File: src/rtl/mem_wb_stage.sv
// mem_wb_stage: MEM/WB pipeline register and write-back select for the
// 32-bit ARM pipeline.
//
// It captures the memory stage's results and holds them while freeze is
// high. On flush it loads a bubble. The register-file write port is driven
// combinationally from the registered fields only.
//
// Ports:
//   clk, rst         pipeline clock; asynchronous active-low reset
//   freeze, flush    hold / bubble controls, sampled at the rising edge
//   valid_in, mem_read_in, WB_en_in, dst_in, ALU_res_in, mem_data_in
//                    results presented by the memory stage
//   perf_clr         synchronous clear of retire_cnt (PERF_CNT_EN only)
//   valid_out        registered valid
//   WB_en            register-file write enable (WB_en_r & valid_r)
//   WB_dest          registered destination register
//   WB_value         load data when mem_read_r is set, otherwise ALU result
//   retire_cnt       saturating count of retired write-backs (PERF_CNT_EN only)
//
// Configuration macro: PERF_CNT_EN. When it is defined, the build adds the
// retire counter, the perf_clr input and the retire_cnt output.
//
// Flow control: there is no valid/ready handshake. The upstream stage must
// present stable inputs at the sampling edge. The hazard unit owns freeze
// and flush, and nothing here back-pressures.

module mem_wb_stage #(
    parameter int WORD_WIDTH     = 32,
    parameter int REG_FILE_DEPTH = 4
) (
    input  logic                      clk,
    input  logic                      rst,
    input  logic                      freeze,
    input  logic                      flush,
    input  logic                      valid_in,
    input  logic                      mem_read_in,
    input  logic                      WB_en_in,
    input  logic [REG_FILE_DEPTH-1:0] dst_in,
    input  logic [WORD_WIDTH-1:0]     ALU_res_in,
    input  logic [WORD_WIDTH-1:0]     mem_data_in,
`ifdef PERF_CNT_EN
    input  logic                      perf_clr,
    output logic [31:0]               retire_cnt,
`endif
    output logic                      valid_out,
    output logic                      WB_en,
    output logic [REG_FILE_DEPTH-1:0] WB_dest,
    output logic [WORD_WIDTH-1:0]     WB_value
);

    logic                      valid_r;
    logic                      mem_read_r;
    logic                      WB_en_r;
    logic [REG_FILE_DEPTH-1:0] dst_r;
    logic [WORD_WIDTH-1:0]     ALU_res_r;
    logic [WORD_WIDTH-1:0]     mem_data_r;

    // Flush beats freeze. A bubble that is not valid is still captured, so
    // that the stale payload does not linger in the register.
    always_ff @(posedge clk or negedge rst) begin
        if (!rst) begin
            valid_r    <= 1'b0;
            mem_read_r <= 1'b0;
            WB_en_r    <= 1'b0;
            dst_r      <= '0;
            ALU_res_r  <= '0;
            mem_data_r <= '0;
        end else if (flush) begin
            valid_r    <= 1'b0;
            mem_read_r <= 1'b0;
            WB_en_r    <= 1'b0;
            dst_r      <= '0;
            ALU_res_r  <= '0;
            mem_data_r <= '0;
        end else if (!freeze) begin
            valid_r    <= valid_in;
            mem_read_r <= mem_read_in;
            WB_en_r    <= WB_en_in;
            dst_r      <= dst_in;
            ALU_res_r  <= ALU_res_in;
            mem_data_r <= mem_data_in;
        end
    end

    // A frozen instruction keeps WB_en high for each frozen cycle. Writing
    // the same value again is harmless.
    assign valid_out = valid_r;
    assign WB_en     = WB_en_r & valid_r;
    assign WB_dest   = dst_r;
    assign WB_value  = mem_read_r ? mem_data_r : ALU_res_r;

`ifdef PERF_CNT_EN
    // Count an instruction on the edge where it is accepted. This way a
    // later freeze of that instruction cannot count it a second time.
    logic retire_evt;
    assign retire_evt = !flush && !freeze && valid_in && WB_en_in;

    always_ff @(posedge clk or negedge rst) begin
        if (!rst) begin
            retire_cnt <= '0;
        end else if (perf_clr) begin
            retire_cnt <= '0;
        end else if (retire_evt && (retire_cnt != 32'hFFFF_FFFF)) begin
            retire_cnt <= retire_cnt + 32'd1;
        end
    end
`endif

endmodule

File: config.mk
export PLATFORM = sky130hd
export DESIGN_NAME = mem_wb_stage
export DESIGN_NICKNAME = d
export VERILOG_FILES = /design/src/rtl/mem_wb_stage.sv
export SDC_FILE = /design/constraint.sdc
export NUM_CORES = 1
export LEC_CHECK = 0
export CORE_MARGIN = 8
export CORE_UTILIZATION = 50
export DETAILED_ROUTE_END_ITERATION = 8
export GPL_TIMING_DRIVEN = 0
export PLACE_DENSITY = 0.86
export SYNTH_ARGS = -nofsm -noshare
export SYNTH_HDL_FRONTEND = slang
export SYNTH_SLANG_ARGS = --single-unit
File: constraint.sdc
create_clock -name clk -period 2.8 [get_ports clk]
set_clock_uncertainty 0.05 [all_clocks]
set_input_delay 0.84 -clock clk [delete_from_list [all_inputs] [get_ports clk]]
set_output_delay 0.84 -clock clk [all_outputs]
set_load 0.05 [all_outputs]
; ---- After elaboration in Yosys (flattened, before gate mapping)
; Index checks and enable logic that the tools add are counted.
[totals]
in_bits = 75
wordCells = 21
mem_count = 0
register_bits = 71
romBits = 0
ram_bits = 0
latch_bits = 0
[classes]
bitwise_logic = 1
n_shift = 0
eq_ne = 1
mul = 0
n_lt_le_gt_ge = 0
add_sub_neg = 0
n_div = 0
muxes = 13
n_reduce_logical = 0
[op_table]
columns = operator, n
row1 = 32-bit two-way mux, 5
row2 = 4-bit two-way mux, 2
row3 = 1-bit two-way mux, 6
row4 = "2-bit by 1-bit != test with 1-bit output, second input constant", 1
row5 = 1-bit bitwise AND, 1

; ---- Longest topological paths before layout
[logic_depth]
word_depth = 2
ltp_mapped = 4
ltp_nobuf = 2

; ---- Worst setup path before layout
; No wires, ideal clock.
[synth_timing]
path_kind = flip-flop to output port
from = register valid_r (netlist: valid_out)
to = output port WB_en
arrival_ns = 1.119
n_path_buf = 0
required_time_ns = 1.910
path_slack_ns = 0.791
path_stages_with_launch = 2
path_cell_list = dfrtp_1 -> and2_1
[synth_via]
elab_chain_len = 1
[synth_rtl]
columns = item, line_no
row1 = start: declaration, 51  ; logic valid_r;
row2 = start signal: assignment, 76  ; valid_r <= valid_in;
row3 = 1-bit bitwise AND, 88  ; assign WB_en = WB_en_r & valid_r;
row4 = end: declaration, 46  ; output logic WB_en,
; Every way passes these cells.

; ---- Worst setup path after layout
[layout_timing]
from = register mem_read_r
to = output port WB_value[0]
[layout_via]
elab_chain_len = 1
[layout_rtl]
columns = item, line_no
row1 = start: declaration, 52  ; logic mem_read_r;
row2 = start signal: assignment, 77  ; mem_read_r <= mem_read_in;
row3 = 32-bit two-way mux, 90  ; assign WB_value = mem_read_r ? mem_data_r : ALU_res_r;
row4 = end: declaration, 48  ; output logic [WORD_WIDTH-1:0] WB_value
; Every way passes these cells.

==> impl_results.md <==
* CTS tree: done
* Critical path data required time at 1.91 ns
* Cell types with the largest area share after synthesis: sky130_fd_sc_hd__dfrtp_1 (52%), sky130_fd_sc_hd__mux2i_1 (21%), sky130_fd_sc_hd__mux2_4 (13%)
* Final worst path period need at 2.735 ns
* Final routed wire length divided by cell count at 17.28 microns
* Number of vias per cell after detailed routing at 5.023
* Later-pin clock latency in the skew report at 0.32 ns
* Total number of placement rows at 30
* Largest net degree at the start of global routing at 72
* Critical path data arrival time at 1.84 ns
* RSZ-0062 raised after global routing: no
* Proportion of synthesized chip area in sequential cells at 0.5179
* Syn Std Cell Area at 0.003431 sq mm
* Detail Placement HPWL at 5919 microns
* # hold bufs at CTS at 0
* Number of violations of the max-capacitance limit at 0
* Post-synthesis net count at 341
* Quantity of I/O buffers inserted on ports at 110
* Clock slew at reported path FFs at 0.07 ns
* Die height at 98.84 microns
* GR Util All Layers at 0.1712
* First-pass GRT wire length at 13,390 microns
* Portion of synthesized cell area occupied by the leading cell type at 0.5179
* Leftover overflow at the end of global routing at 0
* Max-slew violation total from the final report at 0
* Average size of a mapped cell at 12.90 sq um
* Die extent in x at 98.84 microns
* Number of different library cells in the post-synthesis netlist at 11
* Fraction of final layout cells sized beyond drive strength 1 at 0.1582
* Startpoint type of the worst setup path: flop
* Post-route worst hold slack at 0.4720 ns
* Total number of nets in the final design at 462
* Critical path start-end classification: reg -> out
* Number of antenna violations at the first check in global routing at 0
* Worst slew pin tran at 0.8790 ns
* Leak at 2.496 nW
* Number of inserted diodes at 0
* Total number of H-tree levels at 3
* VDD IR max at 0.5231 mV
* Number of cells on the worst reg-to-reg path at 4
* Post-synthesis register bit count at 71
* Hold Fails Final Rpt at 0
* RD Place Congestion at 0.7815
* Sum of routed wire length over all layers at 8157 microns
* Post-Synthesis Cells at 266
* Instance area after placement at 0.004629 sq mm
* Outcome: completed
* Post-synthesis cell type with the largest combined area: sky130_fd_sc_hd__dfrtp_1
* Number of iterations in the first detailed-routing pass at 4
* Total via count after detailed routing at 2,371
* Sort of element at the end of the critical path: primary output
* Warnings from Yosys at 0
* Number of ports placed on the die boundary at 113
* Growth of design area from synthesis to finish at 41.47%
* Post-route design area at 0.004853 sq mm
* Core area at 0.006719 sq mm
* Power density cells at 553.5 mW/mm^2
* Post-detailed-route DRC marker count at 0
* Initial Utilization at 0.5106
* Number of global-route vias before repair at 2,712
* Clock root cell: sky130_fd_sc_hd__clkbuf_8
* Ratio of final minimum period to clock period at 0.9768
* Total CTS buffers at 9
* Buffers inserted by post-CTS timing repair at 0
* Achievable Freq at 0.3656 GHz
* Min-Delay Path Class: reg -> reg
* Clock Sinks at 71
* Worst hold path depth at 2
* Headroom to the max-slew limit at 0.4140
* Filler Cell Count at 489
* Total Die Area at 0.009768 sq mm
* Number of setup violations in the final report at 0
* Clk buf depth at 2
* CP Max Fanout at 6
* Remaining antenna violation count after routing at 0
* Number of DRC markers after the initial detailed-route iteration at 41
[kinds of logic (layout without fill, tap and decap cells)]
family                 count (synthesis)  after routing  synth area share
DFF                                   71             71            0.5179
and+or+nand+nor                       72             72           0.07951
buffers and inverters                 20            146           0.05872
muxes                                103            103            0.3439
[per-layer routing]
| layer | GRT usage | vias to the layer above | wire [microns] |
|---|---|---|---|
| li1 | - | 1143 | - |
| met3 | 0.05708 | 13 | 544 |
| met1 | 0.1950 | 1146 | 3336 |
| met4 | 0.05903 | 0 | 116 |
| met2 | 0.2926 | 69 | 4159 |
| met5 | 0 | - | 0 |
[path summary, 6_finish.rpt]
kind | start | end | slack [ns]
setup / recovery | mem_read_r | WB_value[0] | 0.07
hold / removal | ALU_res_r[0] | ALU_res_r[0] | 0.47
setup reg to reg | mem_read_r | mem_read_r | 1.76
hold reg to reg | ALU_res_r[0] | ALU_res_r[0] | 0.47
max in group asynchronous | rst | ALU_res_r[2] | 1.55
min in group asynchronous | rst | mem_data_r[5] | 0.54
[cell usage in the layout, fill, tap and decap left out, drive strengths merged]
cell           Yosys  routed
dlymetal6s2s       0       2
clkbuf             8      19
clkdlybuf4s50      0      78
bufinv             0       3
dlygate4sd2        0      29
dfrtp             71      71
nor2              71      71
mux2              32      32
and2               1       1
mux2i             71      71
clkinv             0       2
buf               12      13
[cell type report]
| class | count | area, sq um | area share |
|---|---|---|---|
| Buffer | 20 | 201.4 | 0.04151 |
| Sequential cell | 71 | 1777 | 0.3661 |
| Clock buffer | 11 | 151.4 | 0.03119 |
| Timing Repair Buffer | 110 | 1067 | 0.2199 |
| Clock inverter | 5 | 103.9 | 0.02140 |
| Multi-Input combinational cell | 175 | 1453 | 0.2993 |
| Tap cell | 80 | 100.1 | 0.02062 |
[registers in the layout, indices dropped and copies added (netlist names)]
signal / count
mem_read_r: 1
valid_out: 1
mem_data_r: 32
ALU_res_r: 32
WB_dest: 4
WB_en_r: 1
[cell usage after synthesis]
cell type,n
sky130_fd_sc_hd__and2_1,1
sky130_fd_sc_hd__buf_12,1
sky130_fd_sc_hd__buf_8,7
sky130_fd_sc_hd__clkbuf_1,7
sky130_fd_sc_hd__clkbuf_2,1
sky130_fd_sc_hd__mux2i_1,71
sky130_fd_sc_hd__dfrtp_1,71
sky130_fd_sc_hd__nor2_1,71
sky130_fd_sc_hd__mux2_4,29
sky130_fd_sc_hd__buf_6,4
sky130_fd_sc_hd__mux2_2,3
[critical path, cell delays in order, from the launching register on]
cell	delay [ns]
sky130_fd_sc_hd__dfrtp_1	0.37
sky130_fd_sc_hd__buf_6	0.14
sky130_fd_sc_hd__mux2_2	0.21
sky130_fd_sc_hd__clkdlybuf4s50_1	0.79
[repair_timing]
item                       in CTS  in global routing
gates resized for setup        29                  2
setup endpoints to repair      29                  2
pin swaps                       0                  0
[per-stage QoR]
step	instances	setup TNS, ns	worst slack (ns)	power [W]	utilization
final	472	0	0.06504	0.002686	0.7223
after global routing	472	0	0.002965	0.002793	0.7223
after CTS	472	0	0.01682	0.002710	0.7216
after detailed placement	456	0	0.2227	0.001719	0.6890
after global placement	456	-109.65	-1.548	0.001708	0.6894
after floorplan	266	0	0.7906	0.001481	-
[report_power, final]
group | internal [W] | switching (W) | leakage (nW)
sequential | 0.00108 | 0.0000317 | 0.942
combinational | 0.000260 | 0.000296 | 1.42
clock | 0.000641 | 0.000375 | 0.130
total | 0.00198 | 0.000703 | 2.50
Note: power is estimated with default switching activity, not from simulation.
